[src/rtl/pipe_stage_reg.sv]
// pipe_stage_reg: pipeline stage register with stall/flush priority and a saturating stall counter
module pipe_stage_reg #(
   parameter int          DATA_W        = 32,
   parameter logic [31:0] RST_PC        = 32'h0000_3000,
   parameter bit          FLUSH_KEEP_PC = 1'b1,
   parameter int          CNT_W         = 16
) (
   input  logic              clk,
   input  logic              reset,
   input  logic              stall,
   input  logic              flush,
   input  logic              valid_in,
   input  logic [31:0]       instr_in,
   input  logic [4:0]        rd_in,
   input  logic [DATA_W-1:0] data_in,
   input  logic [31:0]       pc_in,
   output logic              valid_out,
   output logic [31:0]       instr_out,
   output logic [4:0]        rd_out,
   output logic [DATA_W-1:0] data_out,
   output logic [31:0]       pc_out,
   output logic              bubble_out,
   output logic [CNT_W-1:0]  stall_cnt
);
   always_ff @(posedge clk) begin
      if (reset) begin
         valid_out  <= 1'b0;
         instr_out  <= '0;
         rd_out     <= '0;
         data_out   <= '0;
         pc_out     <= RST_PC;
         bubble_out <= 1'b0;
      end else if (flush) begin
         valid_out  <= 1'b0;
         instr_out  <= '0;
         rd_out     <= '0;
         data_out   <= '0;
         pc_out     <= FLUSH_KEEP_PC ? pc_in : '0;
         bubble_out <= 1'b1;
      end else if (!stall) begin
         valid_out  <= valid_in;
         instr_out  <= instr_in;
         rd_out     <= valid_in ? rd_in : '0;
         data_out   <= data_in;
         pc_out     <= pc_in;
         bubble_out <= 1'b0;
      end
   end
   always_ff @(posedge clk) begin
      if (reset)
         stall_cnt <= '0;
      else if (stall && !flush && valid_out && stall_cnt != '1)
         stall_cnt <= stall_cnt + 1'b1;
   end
endmodule

[config.mk]
export PLATFORM = sky130hd
export DESIGN_NAME = pipe_stage_reg
export DESIGN_NICKNAME = d
export VERILOG_FILES = /design/src/rtl/pipe_stage_reg.sv
export SDC_FILE = /design/constraint.sdc
export NUM_CORES = 1
export LEC_CHECK = 0
export ABC_CLOCK_PERIOD_IN_PS = 2310
export CAP_MARGIN = 15
export CELL_PAD_IN_SITES_DETAIL_PLACEMENT = 2
export CELL_PAD_IN_SITES_GLOBAL_PLACEMENT = 2
export CORE_ASPECT_RATIO = 0.6
export CORE_UTILIZATION = 34
export DETAILED_ROUTE_END_ITERATION = 8
export DONT_BUFFER_PORTS = 1
export PLACE_DENSITY_LB_ADDON = 0.1
export SETUP_SLACK_MARGIN = 0.5
export SKIP_LAST_GASP = 1
export SLEW_MARGIN = 20
export SYNTH_ARGS = -nofsm -noshare
export SYNTH_HDL_FRONTEND = slang
export SYNTH_SLANG_ARGS = --single-unit
[constraint.sdc]
create_clock -name clk -period 2.31 [get_ports clk]
set_input_delay 0.462 -clock clk [delete_from_list [all_inputs] [get_ports clk]]
set_output_delay 0.462 -clock clk [all_outputs]
set_load 0.05 [all_outputs]
==> results of run 1 <==
==> Yosys cell counts, types with 2 or more instances <==
| cell | count | area share |
|---|---|---|
| dfxtp_1 | 119 | 0.55 |
| or3_1 | 7 | 0.010 |
| nand2_1 | 71 | 0.061 |
| nand4_1 | 4 | 0.0058 |
| nor4_1 | 2 | 0.0029 |
| or2_2 | 2 | 0.0029 |
| mux2i_1 | 66 | 0.15 |
| o41ai_1 | 2 | 0.0040 |
| buf_1 | 7 | 0.0060 |
| clkbuf_1 | 22 | 0.019 |
| nor2b_1 | 3 | 0.0043 |
| nand3_1 | 6 | 0.0069 |
| inv_1 | 2 | 0.0017 |
| o311ai_0 | 2 | 0.0040 |
| o31ai_1 | 5 | 0.0086 |
| o21ai_0 | 5 | 0.0058 |
| a21oi_1 | 42 | 0.048 |
| a22oi_1 | 5 | 0.0086 |
| nor2_1 | 76 | 0.066 |
| or4_1 | 5 | 0.0086 |
==> per-stage QoR <==
step	total power, mW	util	setup WS [ps]
after floorplan	2.64	-	508
after global placement	2.65	0.375	397
after detailed placement	2.67	0.375	350
after CTS	5.38	0.431	445
after global routing	5.49	0.438	386
final	5.29	0.438	432
==> metal layers <==
layer | vias up | GRT usage | share of wire
li1 | 1587 | - | -
met1 | 1675 | 0.208 | 0.38
met2 | 135 | 0.349 | 0.51
met5 | - | 0 | 0
met4 | 0 | 0.0684 | 0.011
met3 | 13 | 0.0929 | 0.097
==> critical path: cells and delay by family, from the launching register on <==
family             cells  cell delay [ps]
AOI/OAI and AO/OA      1              130
and+or+nand+nor        3             1200
DFF                    1              470
==> area by class of cell <==
type | count | area, µm² | share of cell area
inverter | 2 | 7.51 | 0.00140
timing repair buffer | 15 | 138 | 0.0256
clock inverter | 12 | 150 | 0.0280
sequential | 119 | 2440 | 0.454
tap | 165 | 206 | 0.0385
clock buffer | 18 | 450 | 0.0839
multi-input combinational | 313 | 1980 | 0.368
==> how the worst max path moves through the flow <==
stage                     to  cells after the start
5_1_grt        stall_cnt[13]                      4
6_report       stall_cnt[13]                      4
3_5_place_dp   stall_cnt[13]                      4
3_3_place_gp    stall_cnt[9]                      4
4_1_cts        stall_cnt[13]                      4
2_1_floorplan  stall_cnt[14]                      5
==> cells by family after synthesis <==
logic type,count (synthesis)
simple gates,182
flops,119
mux,67
compound gates,62
buf+inv,31
xor+xnor,1
fa+ha+maj,1
==> power breakdown <==
group	leakage, nW	total [mW]	switching (mW)	internal [mW]
clock	0.297	2.68	0.929	1.75
combinational	0.881	0.185	0.0949	0.0898
sequential	0.985	2.43	0.320	2.11
total	2.16	5.29	1.34	3.95
==> flip-flops by register name (all words and copies together), names as in the netlist <==
name / cells
data_out: 32
rd_out: 5
valid_out: 1
bubble_out: 1
instr_out: 32
stall_cnt: 16
pc_out: 32
==> repair_timing <==
item,CTS,global route
buffers inserted,8,2
hold buffers,0,0
setup endpoints to repair,12,12
pin swaps,9,6
resized for setup,6,13
==> placed cells by master, fill, tap and decap left out, types with 3 or more instances in the layout <==
cell type / n
dfxtp_1: 103
nor2_1: 76
nand2_1: 71
mux2i_1: 66
a21oi_1: 37
clkbuf_16: 18
dfxtp_4: 14
buf_4: 13
or3_1: 6
a22oi_1: 5
o31ai_1: 5
a21oi_2: 5
o21ai_0: 5
nand3_1: 4
nand4_1: 4
or4_4: 4
clkinv_2: 4
bufinv_16: 3
==> metrics, run 1 <==
outcome finished, final reports clean; GRT Total Usage 0.196; main combinational cell family by area after synthesis simple AND/OR/NAND/NOR gates; crit path launch type flop; core area 0.0123 mm²; final WL 13.4 mm; cell area after layout 0.00537 mm²; leak pwr 2.16 nW; Num Clock Sinks 119; PwrDens 986 mW/mm²; Synthesized Nets 570; initial antenna violation count 0; syn avg cell area 9.39 µm²; crit path time final 1880 ps; cell area after synthesis 0.00435 mm²; crit end category flop; RSZ-0062 raised after global routing yes; Iteration-0 DRC Markers 74; drt drc 0; MaxCap Viol Count 0; Critical Path Start stall_cnt[8]; Root Buffer clkbuf_16; clock latency at the later pin of the worst-skew pair 400 ps; largest net degree at the start of global routing 77; RePlAce Congestion 0.727; antenna cell count 0; DIE AREA 0.0133 mm²; post-synthesis mux area share 0.155; Die W 148 µm; hold endpoint stall_cnt[15]; most used cell, CP or4_4; Hold Violations, Final 0; Min-Delay Path Class in -> reg; post-synthesis simple-gate area fraction 0.182; WP data required 2640 ps; setup violators final 0; Compound-Gate Fraction of Synth Area 0.0832; Final Max Tran Viols 0; vias in the first global route 3596; critical path's largest stage delay 600 ps; hold depth 1; critical path type reg -> reg; hold wc startpoint reset; CTS tree yes; first-pass GRT wire length 19.7 mm; Slowest cell on crit path or4_4; Seq/Total Area, Yosys 0.548; R2R depth 4; RR Endpoint stall_cnt[13]; Post-Layout Cell Count 644; Row Count 31; r2r setup slk 430 ps; DR pass1 iterations 4; clock slew at reported path FFs 60 ps; post-route ant nets 0; peak supply drop 0.000448 V; EDFF count, synth 0; I/O pin cnt 225; fin nets 575; TritonCTS Buffers 17; Least-Margin Pin Slew 585 ps; Yosys warnings 0; Synth cell types 30; layout cells sized above 1 0.177; clk_skew 7.48 ps; Fillers 1285; Max Clock Freq 532 MHz; dpl cell area 0.00459 mm²; wire length per cell 20.7 µm; headroom to the max-slew limit 0.609; Area Overhead vs Synth 23.5%; Synth Instances 463; die height 89.6 µm; dpl hpwl 9.18 mm; FF+latch count, synth 119; ys async rst share 0; vias post-DR 3410; Port Buffers 0; CP max FO 7; DR vias/cell 5.30; final period utilization 0.813; hold_ws 121 ps; clk buf depth 2; Post-synth top flop dfxtp_1; Congestion Overflow GR 0; WP data arrival 2210 ps; r2r startpoint stall_cnt[8]; worst-path cell chain nand4_1 -> or4_4 -> or4_4 -> a21oi_2; Initial Utilization 0.355; CTS H-tree depth 4; post-synthesis xor/xnor area fraction 0.00202; placed instance count 604; Fin Setup TNS 0 ps; Adder-Cell Fraction of Synth Area 0.00288
(Power assumes the default switching activity.)
==> run 2: changes to the inputs <==
--- a/config.mk
+++ b/config.mk
@@ -5,12 +5,12 @@
 export SDC_FILE = /design/constraint.sdc
 export NUM_CORES = 1
 export LEC_CHECK = 0
-export ABC_CLOCK_PERIOD_IN_PS = 2310
+export ABC_CLOCK_PERIOD_IN_PS = 1700
 export CAP_MARGIN = 15
 export CELL_PAD_IN_SITES_DETAIL_PLACEMENT = 2
 export CELL_PAD_IN_SITES_GLOBAL_PLACEMENT = 2
 export CORE_ASPECT_RATIO = 0.6
-export CORE_UTILIZATION = 34
+export CORE_UTILIZATION = 31
 export DETAILED_ROUTE_END_ITERATION = 8
 export DONT_BUFFER_PORTS = 1
 export PLACE_DENSITY_LB_ADDON = 0.1
==> constraint.sdc (replaced) <==
create_clock -name clk -period 1.7 [get_ports clk]
set_input_delay 0.34 -clock clk [delete_from_list [all_inputs] [get_ports clk]]
set_output_delay 0.34 -clock clk [all_outputs]
set_load 0.05 [all_outputs]
==> run 2 against run 1 <==
The run now ends with negative hold slack left. Non-clock buffer count up 29. Count of clock-buffer cells in the layout up 1. Sequential share of layout area up 0.064 points. Combinational power up 37%. Core utilization up 1.6 points.
==> metrics, run 2 (synthesis results as in run 1) <==
outcome complete, but fails checks; failing checks negative hold slack; crit path launch type flop; critical path type reg -> reg; clock slew at reported path FFs 60 ps (about the same); first-pass GRT wire length 20.7 mm (+5.3%); commonest non-fill, non-tap cell in the layout dfxtp_4; TritonCTS Buffers 17 (unchanged); crit end category flop; RSZ-0062 raised after global routing yes; GRT Total Usage 0.190 (-0.00563); vias post-DR 3524 (+3.3%); RR Endpoint stall_cnt[8]; largest net degree at the start of global routing 77 (unchanged); core area 0.0137 mm² (+12%); headroom to the max-slew limit 0.501 (-0.108); r2r startpoint stall_cnt[0]; Final Max Tran Viols 0 (unchanged); layout cells sized above 1 0.438 (+0.261); antenna cell count 0 (unchanged); dpl hpwl 9.31 mm (+1.4%); initial antenna violation count 0 (unchanged); PwrDens 1130 mW/mm² (+14%); clock latency at the later pin of the worst-skew pair 410 ps (about the same); commonest non-fill, non-tap cells in the layout 116 x dfxtp_4, 76 x nor2_1, 71 x nand2_1; Die W 155 µm (+4.7%); DR vias/cell 5.03 (-5.1%); I/O pin cnt 225 (unchanged); capture point of the critical path stall_cnt[8]; Row Count 33 (+6.5%); vias in the first global route 3749 (+4.3%); Port Buffers 0 (unchanged); post-route ant nets 0 (unchanged); hold_ws -12.3 ps (-134 ps); DR pass1 iterations 4 (unchanged); clk buf depth 2 (unchanged); final period utilization 0.999 (+0.186); Max Clock Freq 589 MHz (+11%); Area Overhead vs Synth 42.8%; drt drc 0 (unchanged); Fin Setup TNS 0 ps (unchanged); die height 93.7 µm (+4.6%); leak pwr 2.40 nW (+11%); biggest regs data_out (32), instr_out (32), pc_out (32); Hold Violations, Final 30 (+30); RePlAce Congestion 0.775 (+6.6%); cell area after layout 0.00620 mm² (+16%); Design Power 7.00 mW (+32%); Root Buffer clkbuf_16; CP max FO 4 (-3); setup violators final 0 (unchanged); WP data arrival 2030 ps (-180 ps); Congestion Overflow GR 0 (unchanged); Fillers 1397 (+8.7%); Iteration-0 DRC Markers 141 (+91%); dpl cell area 0.00480 mm² (+4.7%); Min-Delay Path Class in -> reg; wire length per cell 20.0 µm (-3.8%); crit path time final 1700 ps (-181 ps); Num Clock Sinks 119 (unchanged); Least-Margin Pin Slew 748 ps (+163 ps); CTS H-tree depth 4 (unchanged); MaxCap Viol Count 0 (unchanged); DIE AREA 0.0145 mm² (+9.5%); Critical Path Start stall_cnt[0]; Initial Utilization 0.318 (-0.0366); WP data required 2030 ps (-610 ps); final WL 14.0 mm (+4.7%); fin nets 604 (+5.0%); peak supply drop 0.000507 V (+13%); CTS tree yes; r2r setup slk 2 ps (-430 ps); R2R depth 6 (+2); clk_skew 8.81 ps (+1.34 ps)
run 2: cell count changes in the layout (fill, tap and decap cells not counted), sizes merged:
cell,change
inv,-1
clkbuf,+1
buf,+29
bufinv,-1
clkinvlp,+2
run 2: how the worst min path moves through the flow:
| stage | endpoint | start | cells past startpoint |
|---|---|---|---|
| after detailed placement | stall_cnt[8] | reset | 1 |
| after global placement | stall_cnt[8] | reset | 1 |
| after CTS | stall_cnt[3] | reset | 1 |
| final | stall_cnt[11] | reset | 1 |
| after global routing | stall_cnt[8] | reset | 1 |
| after floorplan | bubble_out | flush | 2 |
run 2: final cells by class:
class	count	area (µm²)	area share
Inverter	2	7.51	0.00121
Clock inverter	12	126	0.0204
Clock buffer	19	454	0.0732
Multi-Input combinational cell	313	2020	0.325
Tap cell	192	240	0.0387
Sequential cell	119	2820	0.455
Timing Repair Buffer	44	536	0.0863
run 2: per-stage QoR:
stage | std cells | utilization | setup slack, ps
floorplan | 463 | - | -45.7
global placement | 655 | 0.352 | 9.82
detailed placement | 655 | 0.352 | -76.5
CTS | 694 | 0.442 | 22.4
global route | 701 | 0.454 | -43.7
finish | 701 | 0.454 | 2.31
run 2: report_power, final:
group	leakage (nW)	switching [mW]	total [mW]	internal, mW
registers	1.06	0.426	3.22	2.79
clock network	0.280	1.30	3.53	2.23
logic	1.06	0.133	0.254	0.121
total	2.40	1.86	7.00	5.14
run 2: repair_timing:
action / 4_1_cts / 5_1_grt
setup endpoints to repair: 135 / 135
gates resized for setup: 253 / 24
cloned: 0 / 0
setup buffers: 8 / 7
hold endpoints to repair: 44 / 44
pin swaps: 14 / 5
run 2: per-layer routing:
metal,wire [µm],track usage
met5,0,0
met4,156,0.0668
met3,1380,0.0927
met2,7100,0.335
met1,5350,0.198
run 2: worst max-delay path, stage by stage, from the launching register on:
cell and delay (ps):
dfxtp_4 370, ha_4 150, nand3_4 90, buf_4 160, or3_4 370, or3_4 360
a21oi_2 120
